**src/rtl/patch_fetch_sequencer.sv**
```systemverilog
// patch_fetch_sequencer
// Upstream feeder for the patching datapath. On an accepted start it walks
// the M lanes of a group, issues one cache read for every lane flagged in
// the latched patch mask, writes each returned activation into the
// activation cache, and builds the per-lane patch bit vector.
//
// Ports:
//   clk, reset        rising-edge clock, asynchronous active-low reset
//   start             command strobe, accepted only while idle
//   base_addr         cache address of lane 0 (latched on start)
//   patch_mask        lanes needing a fetch (latched on start)
//   busy, done        group in progress / one-cycle end-of-group pulse
//   cache_request     one-cycle read request, with cache_address
//   cache_read_write  constant 1 (read)
//   cache_data/valid/error  read response (sampled only while waiting)
//   store_enable      one-cycle write strobe with index and store_data
//   p_out             lane i holds a valid cached value
//   err_count         failed fetches in the current/last group
//   timeout_seen      at least one lane timed out in the current/last group
module patch_fetch_sequencer #(
  parameter int N          = 16,
  parameter int M          = 16,
  parameter int ADDR_WIDTH = 21,
  parameter int TIMEOUT    = 8
) (
  input  logic                  clk,
  input  logic                  reset,
  input  logic                  start,
  input  logic [ADDR_WIDTH-1:0] base_addr,
  input  logic [M-1:0]          patch_mask,
  output logic                  busy,
  output logic                  done,
  output logic                  cache_request,
  output logic                  cache_read_write,
  output logic [ADDR_WIDTH-1:0] cache_address,
  input  logic [N-1:0]          cache_data,
  input  logic                  cache_valid,
  input  logic                  cache_error,
  output logic                  store_enable,
  output logic [$clog2(M)-1:0]  index,
  output logic [N-1:0]          store_data,
  output logic [M-1:0]          p_out,
  output logic [$clog2(M):0]    err_count,
  output logic                  timeout_seen
);

  localparam int LW = $clog2(M);
  localparam int TW = $clog2(TIMEOUT + 1);
  localparam logic [LW-1:0] LAST_LANE  = LW'(M - 1);
  localparam logic [TW-1:0] TIMER_LAST = TW'(TIMEOUT - 1);

  typedef enum logic [2:0] {
    IDLE, SCAN, ISSUE, WAIT, STORE, DONE
  } state_t;

  state_t                  state, next_state;
  logic [LW-1:0]           lane;
  logic [TW-1:0]           timer;
  logic [ADDR_WIDTH-1:0]   base_q;
  logic [M-1:0]            mask_q;
  logic                    lane_last;
  logic                    lane_inc;
  logic                    fetch_fail;
  logic                    fetch_timeout;

  assign cache_read_write = 1'b1;
  assign lane_last        = (lane == LAST_LANE);

  // NOTE: every signal written here gets a default first, so no path through
  // the case statement can leave one unassigned and infer a latch.
  always_comb begin
    next_state    = state;
    lane_inc      = 1'b0;
    fetch_fail    = 1'b0;
    fetch_timeout = 1'b0;
    case (state)
      IDLE:  if (start) next_state = SCAN;
      SCAN: begin
        if (mask_q[lane])   next_state = ISSUE;
        else if (lane_last) next_state = DONE;
        else                lane_inc   = 1'b1;
      end
      ISSUE: next_state = WAIT;
      WAIT: begin
        // An error wins over a simultaneous valid; the timer only matters
        // when neither response arrived this cycle.
        if (cache_error) begin
          fetch_fail = 1'b1;
        end else if (cache_valid) begin
          next_state = STORE;
        end else if (timer == TIMER_LAST) begin
          fetch_fail    = 1'b1;
          fetch_timeout = 1'b1;
        end
        if (fetch_fail) begin
          next_state = lane_last ? DONE : SCAN;
          lane_inc   = !lane_last;
        end
      end
      STORE: begin
        next_state = lane_last ? DONE : SCAN;
        lane_inc   = !lane_last;
      end
      DONE:    next_state = IDLE;
      default: next_state = IDLE;
    endcase
  end

  always_ff @(posedge clk or negedge reset) begin
    if (!reset) state <= IDLE;
    else        state <= next_state;
  end

  // Outputs are registered from the next state, so each strobe is high for
  // exactly the cycle the FSM spends in the matching state.
  // NOTE: sequential state uses non-blocking assignments so every register
  // samples the pre-edge values regardless of statement order.
  always_ff @(posedge clk or negedge reset) begin
    if (!reset) begin
      lane          <= '0;
      timer         <= '0;
      base_q        <= '0;
      mask_q        <= '0;
      busy          <= 1'b0;
      done          <= 1'b0;
      cache_request <= 1'b0;
      cache_address <= '0;
      store_enable  <= 1'b0;
      index         <= '0;
      store_data    <= '0;
      p_out         <= '0;
      err_count     <= '0;
      timeout_seen  <= 1'b0;
    end else begin
      busy          <= (next_state != IDLE);
      done          <= (next_state == DONE);
      cache_request <= (next_state == ISSUE);
      store_enable  <= (next_state == STORE);

      if (state == IDLE && start) begin
        base_q       <= base_addr;
        mask_q       <= patch_mask;
        p_out        <= '0;
        err_count    <= '0;
        timeout_seen <= 1'b0;
        lane         <= '0;
      end

      if (lane_inc) lane <= lane + LW'(1);

      // Address arithmetic wraps at ADDR_WIDTH bits; the carry is dropped.
      if (state == SCAN && next_state == ISSUE)
        cache_address <= base_q + ADDR_WIDTH'(lane);

      if (state == ISSUE)     timer <= '0;
      else if (state == WAIT) timer <= timer + TW'(1);

      // p_out[lane] rises together with store_enable, not a cycle later.
      if (state == WAIT && next_state == STORE) begin
        store_data  <= cache_data;
        index       <= lane;
        p_out[lane] <= 1'b1;
      end

      if (fetch_fail)    err_count    <= err_count + (LW+1)'(1);
      if (fetch_timeout) timeout_seen <= 1'b1;
    end
  end

endmodule
```
**config.mk**
```make
export PLATFORM = sky130hd
export DESIGN_NAME = patch_fetch_sequencer
export DESIGN_NICKNAME = d
export VERILOG_FILES = /design/src/rtl/patch_fetch_sequencer.sv
export SDC_FILE = /design/constraint.sdc
export NUM_CORES = 1
export LEC_CHECK = 0
export ABC_AREA = 1
export CORE_MARGIN = 2
export CORE_UTILIZATION = 39
export CTS_CLUSTER_DIAMETER = 100
export DETAILED_ROUTE_END_ITERATION = 10
export PLACE_DENSITY = 0.65
export SYNTH_ARGS = -nofsm -noshare
export SYNTH_HDL_FRONTEND = slang
export SYNTH_SLANG_ARGS = --single-unit
```
**constraint.sdc**
```tcl
create_clock -name clk -period 2.25 [get_ports clk]
set_input_delay 0.675 -clock clk [delete_from_list [all_inputs] [get_ports clk]]
set_output_delay 0.675 -clock clk [all_outputs]
set_load 0.005 [all_outputs]
```
======== Word level (Yosys, flattened, before mapping) ========
Index checks and enable logic that the tools add are counted.
word-level totals
  memory bits (read-only) ................. 0
  word-level logic and storage cells ...... 75
  register bits ........................... 115
  memories kept ........................... 0
  bits in latches ......................... 0
  RAM bits ................................ 0
  bits of input ports ..................... 58
  output and inout port bits .............. 68
cells by class
  divide/modulo/power cells ............... 0
  reduce and logical (&&, ||, !) cells .... 11
  add/sub/neg operators ................... 4
  multipliers ............................. 0
  equality and inequality tests ........... 9
  mux-type cells .......................... 33
  shift operators ......................... 0
  $lt $le $gt $ge ......................... 2
  bitwise logic cells ..................... 1
operators by type and width
  kind                                                               count
  two-way mux 16 bit                                                 2
  adder 21 x 4 -> 21 bit                                             1
  two-way mux 3 bit                                                  7
  two-way mux 4 bit                                                  4
  OR 16 bit                                                          1
  case mux 3 bit (5 select lines)                                    1
  two-way mux 1 bit                                                  14
  two-way mux 5 bit                                                  2
  == test 3 x 2 -> 1 bit, second input constant                      3
  == test 3 bit, second input constant                               3
  adder 4 x 1 -> 4 bit, second input constant                        2
  nonzero test 2 bit                                                 4
  adder 5 x 1 -> 5 bit, second input constant                        1
  < comparator 4 x 5 -> 1 bit, second input constant                 1
  binary-select mux 1 bit (select 4 bit)                             1
  demux 1 bit (select 4 bit)                                         1
  == test 4 x 3 -> 1 bit, second input constant                      1
  == test 4 bit, second input constant                               1
  greater-or-equal comparator 4 x 1 -> 1 bit, second input constant  1
  logical AND 1 bit                                                  4
  == test 3 x 1 -> 1 bit, second input constant                      1
  zero test 3 bit                                                    1
  case mux 1 bit (3 select lines)                                    1
  nonzero test 3 bit                                                 1
  zero test 1 bit                                                    1

======== Logic depth before layout (Yosys ltp) ========
Gate-level depths: netlist of the first run.
  word-level depth ........................ 10
  depth in mapped cells ................... 12
  mapped depth without buffers ............ 12

======== Least setup slack after synthesis of the first run ========
Ideal clock, no wire load.
  path kind ............................... reg2reg
  start point ............................. reg lane[1]
  end point ............................... reg cache_address[16]
  slack ................................... 0.293 ns
  arrival ................................. 1.840 ns
  data required time ...................... 2.133 ns
  cell stages (with the launch flop) ...... 11
  setup time .............................. 0.117 ns
  path through ............................ dfrtp_1 inv_2 fa_1 o21ai_2 inv_1 nor2_1 nand2_1 inv_1 nand4_1 nand3_1 nand2_1
between the ends
  word-level cells in the longest chain between the ends .. 6
RTL lines
  element                                                                  RTL line  text
  from (decl)                                                              57        logic [LW-1:0] lane;
  from (signal assigned)                                                   149       if (lane_inc) lane <= lane + LW'(1);
  binary-select mux 1 bit (select 4 bit) or == test 4 bit (tied branches)  79, 67
  two-way mux 1 bit (implied by the code), or another cell as far along    79        if (mask_q[lane]) next_state = ISSUE;
  two-way mux 3 bit, on equally long branches                              79, 95
  case mux 3 bit (5 select lines)                                          76        case (state)
  == test 3 x 2 -> 1 bit                                                   152       if (state == SCAN && next_state == ISSUE)
  logical AND 1 bit                                                        152
  to (signal assigned)                                                     153       cache_address <= base_q + ADDR_WIDTH'(lane);
  to (decl)                                                                35        output logic [ADDR_WIDTH-1:0] cache_address,
Parallel ways exist; a longest one is shown, timed or not. The select of a mux whose other input is x is not followed.
A chain may end at the register's enable or synchronous reset.

======== Worst setup path after layout of the first run ========
  start point ............................. reg err_count[0]
  end point ............................... out err_count[0]
RTL lines
  element                 RTL line  text
  from (decl)             43        output logic [$clog2(M):0] err_count,
  from (signal assigned)  165       if (fetch_fail) err_count <= err_count + (LW+1)'(1);
No word-level cell between the ends.

==> impl_metrics.csv, run 1 <==
group,metric,value,unit
global_route,grt_antenna_before_repair,0,
global_route,grt_max_degree,45,
critical_path,crit_family,"buffers and inverters",
place,dp_hpwl,10100,um
die,core,13300,sq um
run_status,status,"finished clean",
synth,synth_edf_count,0,
cts,h-tree-depth,4,
synth,synth_area,5330,sq um
timing,finalHoldViolations,0,
synth,synth.largest_area_cell,"dfrtp_1",
power,p_int,6.19,mW
cts,clock-sinks,115,
power,clkPwrFrac,26.7,%
place,gp_congestion,0.894,
synth,yosysWarnings,0,
timing,rsz0062_at_grt,"false",
cts,ctsHoldBuffers,0,
die,chipWidth,121,um
cts,cts_buffers,17,
cells_and_area,design_area,7420,sq um
synth,synth_common_cells,"232 x nand2_1, 115 x dfrtp_1, 52 x inv_1, 44 x o21ai_0, 30 x nand3_1",
power,swShare,36.4,%
cells_and_area,fin_nets,828,
power,p_sw,3.55,mW
critical_path,cp_slowest_cell,"clkdlybuf4s50_1",
routing,vias,4645,
critical_path,cp.required,1.57,ns
place,place_area,6840,sq um
critical_path,rr_endpoint,"lane[0]",
critical_path,start_kind,"register",
global_route,grt_pass1_wl,22700,um
routing,drc_errors,0,
timing,report.final.slew_viol_count,0,
critical_path,cp_max_fo,5,
cells_and_area,layout-drive-gt1-share,8.16,%
cells_and_area,diodes,0,
synth,synthTopCellsByArea,"dfrtp_1 54%, nand2_1 16%, o21ai_0 4.1%",
critical_path,worstPathArrival,1.37,ns
cells_and_area,fillCellCount,1170,
timing,min_period_over_period,90.8,%
timing,whs,0.257,ns
routing,drtAntennaViolNets,0,
die,die_h,121,um
synth,ys_seq_area_share,54.0,%
power,power_density,1310,nW/um^2
critical_path,critPathCaptureType,"primary output",
die,pin_count,126,
critical_path,critPathKind,"reg -> out",
routing,wl_per_cell,14.7,um
hold_path,min_path_type,"in -> async",
cts,insertion_delay,0.41,ns
synth,synthArstFlopShare,100,%
routing,drt_wl_total,13900,um
power,power_leakage,3.51,nW
power,seqPwrFrac,34.9,%
synth,yosys_most_used_dff,"dfrtp_1",
synth,synth.distinct_cells,32,
cts,cts_tree,"yes",
timing,finalSetupViolCount,0,
run,maxCapViolations,0,
timing,fmaxAchievable,489,MHz
cts,path_clk_slew,0.05,ns
cells_and_area,postLayoutCoreUtil,55.8,%
routing,drt_iter0_markers,366,
cells_and_area,area_growth,39.1,%
synth,synthCells,619,
global_route,gr-total-overflow,0,
synth,syn_area_per_cell,8.62,sq um
power,pwr-share-comb,38.5,%
synth,synth_seq_cells,115,
routing,firstDrtPassIters,4,
power,ir_drop,597,uV
timing,finalCriticalPeriod,2.04,ns
routing,routed_via_density,4.90,
synth,synthMostInstantiatedCell,"nand2_1",
critical_path,reg2regPathDepth,12,
die,rows,42,
critical_path,r2r_start,"lane[0]",
critical_path,rrSetupSlack,0.21,ns
synth,netlist.area_leader.share,54.0,%
cts,post_cts_buffers,0,
critical_path,critPathMaxStageDelay,0.54,ns
timing,worst_slew_pin_slew,0.628,ns
critical_path,cp_num_buf_inv,1,
timing,slew-limit-headroom,57.8,%
cts,cts_resized,0,
die,start_util,40.1,%
power,power,9.74,mW
cts,cts-root-buf,"clkbuf_16",
timing,skew,0.00675,ns
global_route,grt_pass1_vias,4675,
global_route,track_usage,19.9,%
place,io_buffers,124,
cts,clockBufferDepth,2,
die,die_area,14600,sq um
critical_path,crit_chain,"clkdlybuf4s50_1",
timing,tns,0,ns
synth,syn_nets,688,
[logic make-up after synthesis]
group / after synthesis / synth area share (%)
fa+ha+maj: 11 / 2.72
compound gates: 84 / 9.97
xor+xnor: 19 / 3.12
flops: 115 / 54.0
buf+inv: 80 / 6.38
other cells: 1 / 0.0703
simple gates: 309 / 23.8
[cells in the final DEF, fill, tap and decap left out, types with 6 or more instances in the layout]
cell type,n
a32o_1,16
nor3_1,8
nor2_1,23
clkbuf_16,17
nand3_1,30
nand2_1,232
nand4_1,12
dfrtp_1,115
buf_4,19
inv_1,52
clkinv_2,6
ha_1,10
clkdlybuf4s50_1,123
xor2_1,12
xnor2_1,7
a21oi_1,10
o21ai_0,44
[cell type report]
type / instances / area [sq um] / share of cell area, %
well taps: 176 / 220 / 2.97
flip-flops and latches: 115 / 2880 / 38.8
clock buffers: 18 / 439 / 5.92
inverters: 57 / 214 / 2.88
repair buffers: 144 / 1410 / 19.1
clock inverters: 14 / 138 / 1.86
multi-input cells: 424 / 2120 / 28.5
[routing by layer]
| layer | global-route usage (%) | wire [um] | up-vias |
|---|---|---|---|
| met4 | 6.47 | 186 | 0 |
| li1 | - | - | 2284 |
| met3 | 5.64 | 726 | 19 |
| met5 | 0 | 0 | - |
| met1 | 27.3 | 6440 | 2213 |
| met2 | 30.5 | 6550 | 129 |
[how the worst max path moves through the flow]
stage                                    to  depth (start not counted)  slack (ns)         start
final                          err_count[0]                          1        0.21  err_count[0]
after global routing      cache_address[16]                         11        0.04     base_q[0]
after CTS                      err_count[0]                          1        0.19  err_count[0]
after detailed placement            lane[0]                         10        0.03   cache_valid
after global placement              lane[0]                         10        0.10   cache_valid
after floorplan           cache_address[16]                         10        0.29       lane[1]
[registers in the layout, indices dropped and copies added (netlist names)]
| signal | cells |
|---|---|
| mask_q | 16 |
| busy | 1 |
| timer | 4 |
| p_out | 16 |
| state | 3 |
| timeout_seen | 1 |
| lane | 4 |
| store_enable | 1 |
| err_count | 5 |
| done | 1 |
| cache_request | 1 |
| store_data | 16 |
| index | 4 |
| cache_address | 21 |
| base_q | 21 |
[power by group through the flow]
stage	registers [mW]	logic, mW	clock network, mW
floorplan	3.34	2.13	0
global placement	3.39	3.66	0
detailed placement	3.41	3.75	0
CTS	3.39	3.78	2.65
global route	3.50	4.23	2.74
finish	3.40	3.74	2.60
[stage by stage]
stage / setup WS, ns / instances
after global placement: 0.102 / 916
after detailed placement: 0.0345 / 916
after global routing: 0.0406 / 948
after floorplan: 0.293 / 619
after CTS: 0.188 / 948
final: 0.206 / 948
No activity file was read; power rests on OpenSTA's default activity.
==> inputs of run 2 (changes only) <==
- CORE_MARGIN: 2 -> 5
==> impl_metrics.csv, run 2 (synthesis gave the netlist of run 1 again) <==
group,metric,value,unit
run_status,status,"finished clean",
power,power_leakage,3.49,nW
critical_path,r2r_start,"base_q[0]",
timing,tns,0,ns
cts,clockBufferDepth,2,
die,core,13300,sq um
routing,drt_wl_total,14200,um
cts,clock-sinks,115,
power,pwr-share-comb,38.1,%
critical_path,path_depth,1,
cts,cts_buffers,17,
routing,vias,4605,
die,pin_count,126,
power,ir_drop,586,uV
routing,drtAntennaViolNets,0,
routing,routed_via_density,4.87,
routing,wl_per_cell,15.0,um
critical_path,cp_max_fo,5,
cells_and_area,diodes,0,
cells_and_area,layout-drive-gt1-share,7.93,%
power,seqPwrFrac,34.8,%
global_route,grt_antenna_before_repair,0,
hold_path,min_path_type,"in -> async",
timing,report.final.slew_viol_count,0,
routing,firstDrtPassIters,6,
global_route,grt_pass1_wl,23500,um
critical_path,cp_num_buf_inv,1,
critical_path,rr_endpoint,"cache_address[16]",
timing,slew-limit-headroom,54.5,%
die,rows,42,
critical_path,cp_slowest_cell,"clkdlybuf4s50_1",
global_route,grt_pass1_vias,4687,
critical_path,critPathMaxStageDelay,0.54,ns
power,clkPwrFrac,27.1,%
critical_path,start_kind,"register",
critical_path,rrSetupSlack,0.24,ns
critical_path,endpoint,"err_count[0]",
power,swShare,36.9,%
critical_path,crit_chain,"clkdlybuf4s50_1",
cts,cts_tree,"yes",
global_route,gr-total-overflow,0,
place,io_buffers,124,
cts,post_cts_buffers,0,
die,chipWidth,127,um
timing,worst_slew_pin_slew,0.677,ns
timing,rsz0062_at_grt,"false",
routing,drt_iter0_markers,280,
cells_and_area,mostFrequentLayoutCells,"232 x nand2_1, 123 x clkdlybuf4s50_1, 115 x dfrtp_1, 51 x inv_1, 44 x o21ai_0",
critical_path,cp-startpoint,"err_count[0]",
timing,fmaxAchievable,486,MHz
global_route,track_usage,18.2,%
die,die_h,127,um
place,gp_congestion,0.858,
timing,skew,0.00635,ns
timing,min_period_over_period,91.5,%
die,die_area,16100,sq um
cells_and_area,reg_top3,"base_q (21), cache_address (21)",
cts,cts-root-buf,"clkbuf_16",
critical_path,critPathKind,"reg -> out",
run,maxCapViolations,0,
cells_and_area,final_common_cell,"nand2_1",
cts,ctsHoldBuffers,0,
cts,h-tree-depth,4,
timing,finalSetupViolCount,0,
cts,insertion_delay,0.41,ns
routing,drc_errors,0,
global_route,grt_max_degree,47,
critical_path,reg2regPathDepth,11,
critical_path,crit_family,"buffers and inverters",
cells_and_area,area_growth,39.1,%
critical_path,worstPathArrival,1.38,ns
power,p_sw,3.60,mW
power,power_density,1320,nW/um^2
cts,path_clk_slew,0.06,ns
power,power,9.76,mW
place,dp_hpwl,10300,um
critical_path,critPathCaptureType,"primary output",
critical_path,cp.required,1.57,ns
power,p_int,6.16,mW
timing,finalHoldViolations,0,
die,start_util,40.0,%
timing,finalCriticalPeriod,2.06,ns
cells_and_area,fin_nets,825,
run 2: changes by cell type in the layout (fill, tap and decap cells not counted), moves of 2 or more:
cell        delta
buf_4          -4
clkinv_2       -4
clkinvlp_4     +3
clkinv_4       +2
run 2: how the worst min path moves through the flow:
stage              startpoint              to  slack [ns]  cells past startpoint
6_report                reset      mask_q[10]        0.20                      1
5_1_grt                 reset        p_out[9]        0.24                      1
4_1_cts                 reset      mask_q[11]        0.21                      1
3_5_place_dp    store_data[0]   store_data[0]        0.47                      2
3_3_place_gp   store_data[12]  store_data[12]        0.45                      2
2_1_floorplan           reset       base_q[0]        0.38                      0
run 2: repair_timing:
item	4_1_cts	5_1_grt
setup endpoints to repair	0	1
resized for setup	0	1
endpoints found under the hold margin	0	0
run 2: power by group through the flow:
stage          clock, mW  combinational (mW)  sequential, mW
6_report            2.64                3.72            3.40
3_5_place_dp           0                3.74            3.41
3_3_place_gp           0                3.65            3.40
2_1_floorplan          0                2.13            3.34
4_1_cts             2.68                3.78            3.40
5_1_grt             2.78                4.22            3.50
run 2: metrics by stage:
step	hold WS, ns	cells	worst slack [ns]	util, %	cell area [sq um]
finish	0.204	945	0.190	55.6	7420
global route	0.236	945	0.0509	55.6	7420
CTS	0.210	945	0.168	55.6	7420
detailed placement	0.465	913	0.0706	51.2	6830
global placement	0.454	913	0.103	51.2	6830
floorplan	0.379	619	0.293	-	5330
run 2: cell type report:
cell class,instances,area [sq um]
tap,176,220
inverter,57,218
sequential,115,2880
timing repair buffer,141,1400
clock buffer,17,425
clock inverter,15,159
multi-input combinational,424,2120
fill,1234,5930
run 2: routing by layer:
layer  GRT usage, %  up-vias  wire [um]  part of all wire [%]
met5              0        -          0                     0
met4           6.12        0        190                   1.3
met3           5.09       14        808                   5.7
met2           28.4      127       6620                    47
met1           24.7     2183       6540                    46
li1               -     2281          -                     -
==> inputs of run 3 (changes only) <==
- CORE_UTILIZATION: 39 -> 50
- CTS_CLUSTER_DIAMETER: 100 -> unset
- CTS_CLUSTER_SIZE: unset -> 20
- PLACE_DENSITY: 0.65 -> 0.8
==> impl_metrics.csv, run 3 (synthesis gave the netlist of run 1 again) <==
group,metric,value,unit
cts,cts_resized,0,
die,die_h,113,um
routing,drc_errors,0,
cells_and_area,reg_top3,"base_q (21), cache_address (21)",
global_route,grt_pass1_vias,4910,
timing,finalCriticalPeriod,2.13,ns
die,rows,37,
cells_and_area,mostFrequentLayoutCells,"232 x nand2_1, 123 x clkdlybuf4s50_1, 114 x dfrtp_1, 52 x inv_1, 44 x o21ai_0",
timing,tns,0,ns
die,core,10400,sq um
power,power_leakage,3.50,nW
critical_path,crit_family,"buffers and inverters",
cts,insertion_delay,0.51,ns
critical_path,cp_max_fo,5,
cts,h-tree-depth,4,
cells_and_area,area_growth,37.6,%
place,dp.cells,873,
cells_and_area,final_common_cell,"nand2_1",
place,pre_cts_ws,-0.0708,ns
timing,setup_ws,0.121,ns
cts,path_clk_slew,0.05,ns
place,io_buffers,124,
global_route,grt_pass1_wl,23800,um
cells_and_area,diodes,0,
cts,clockBufferDepth,2,
cts,clock-sinks,115,
critical_path,rrSetupSlack,0.21,ns
cells_and_area,final-instance-count-excl-fill,901,
place,gp_congestion,0.867,
critical_path,cp_num_buf_inv,1,
hold_path,min_path_type,"in -> async",
cells_and_area,ff_latch_area,2880,sq um
critical_path,critPathCaptureType,"primary output",
cells_and_area,postLayoutCoreUtil,70.8,%
critical_path,start_kind,"register",
routing,drt_wl_total,14000,um
timing,skew,0.00905,ns
routing,wl_per_cell,15.6,um
timing,min_period_over_period,94.6,%
global_route,grt_max_degree,49,
die,die_area,12800,sq um
run,maxCapViolations,0,
cts,cts-root-buf,"clkbuf_8",
global_route,track_usage,23.2,%
critical_path,cp.required,1.57,ns
die,start_util,51.4,%
routing,drt_iter0_markers,352,
global_route,grt_antenna_before_repair,0,
cts,ctsHoldBuffers,0,
critical_path,reg2regPathDepth,11,
cells_and_area,design_area,7340,sq um
timing,whs,0.102,ns
timing,slew-limit-headroom,57.0,%
die,pin_count,126,
critical_path,cp_slowest_cell,"clkdlybuf4s50_1",
critical_path,r2r_start,"lane[0]",
critical_path,critPathKind,"reg -> out",
cells_and_area,fillCellCount,806,
place,place_area,6810,sq um
cells_and_area,multiInputGateArea,2120,sq um
place,dp_hpwl,10200,um
routing,drtAntennaViolNets,0,
timing,report.final.slew_viol_count,0,
cells_and_area,fin_nets,825,
critical_path,crit_chain,"clkdlybuf4s50_1",
run_status,status,"finished clean",
routing,routed_via_density,5.24,
routing,firstDrtPassIters,5,
cts,post_cts_buffers,0,
die,chipWidth,113,um
power,power,9.61,mW
timing,fmaxAchievable,470,MHz
critical_path,rr_endpoint,"cache_address[16]",
critical_path,critPathMaxStageDelay,0.53,ns
cts,cts_tree,"yes",
cts,cts_buffers,17,
cells_and_area,layout-drive-gt1-share,7.19,%
power,power_density,1310,nW/um^2
power,ir_drop,687,uV
global_route,gr-total-overflow,0,
timing,finalHoldViolations,0,
critical_path,worstPathArrival,1.45,ns
timing,worst_slew_pin_slew,0.640,ns
timing,finalSetupViolCount,0,
timing,rsz0062_at_grt,"false",
routing,vias,4721,
run 3: cell count changes in the layout (fill, tap and decap cells not counted), moves of 3 or more:
cell        before  now
clkbuf_8         0    3
clkinvlp_4       7    0
clkinv_4         3    0
clkinv_2         2    5
run 3: worst max path at each step:
stage	cells after the start	slack, ns	from	to
floorplan	10	0.29	lane[1]	cache_address[16]
CTS	1	0.09	err_count[0]	err_count[0]
detailed placement	10	-0.07	cache_valid	lane[3]
global placement	10	0.05	cache_valid	lane[0]
global route	11	0.007	lane[0]	cache_address[16]
finish	1	0.12	err_count[0]	err_count[0]
run 3: worst reg2reg max path, cell delays in order (launching register included):
cell     delay, ns
dfrtp_1       0.36
ha_1          0.20
inv_1         0.08
fa_1          0.42
o21ai_2       0.17
inv_1         0.07
nor2_1        0.17
nand2_1       0.14
inv_1         0.11
nand4_1       0.08
nand3_1       0.09
nand2_1       0.05
run 3: layer usage:
metal	wire (um)	GRT usage [%]
met2	7170	39.0
met4	188	8.89
met1	5830	29.1
met5	0	0
met3	852	5.67
run 3: layout make-up:
cell class,count,area share [%]
clock inverter,7,1.16
clock buffer,21,6.12
inverter,57,2.91
multi-input combinational,424,28.8
tap,136,2.32
sequential,115,39.2
timing repair buffer,141,19.5
run 3: power breakdown:
part           total [mW]  leakage (nW)  switching (mW)  internal (mW)
registers            3.40          1.48           0.531           2.86
clock network        2.46         0.269           0.865           1.59
logic                3.76          1.75            2.07           1.69
total                9.61          3.50            3.47           6.15
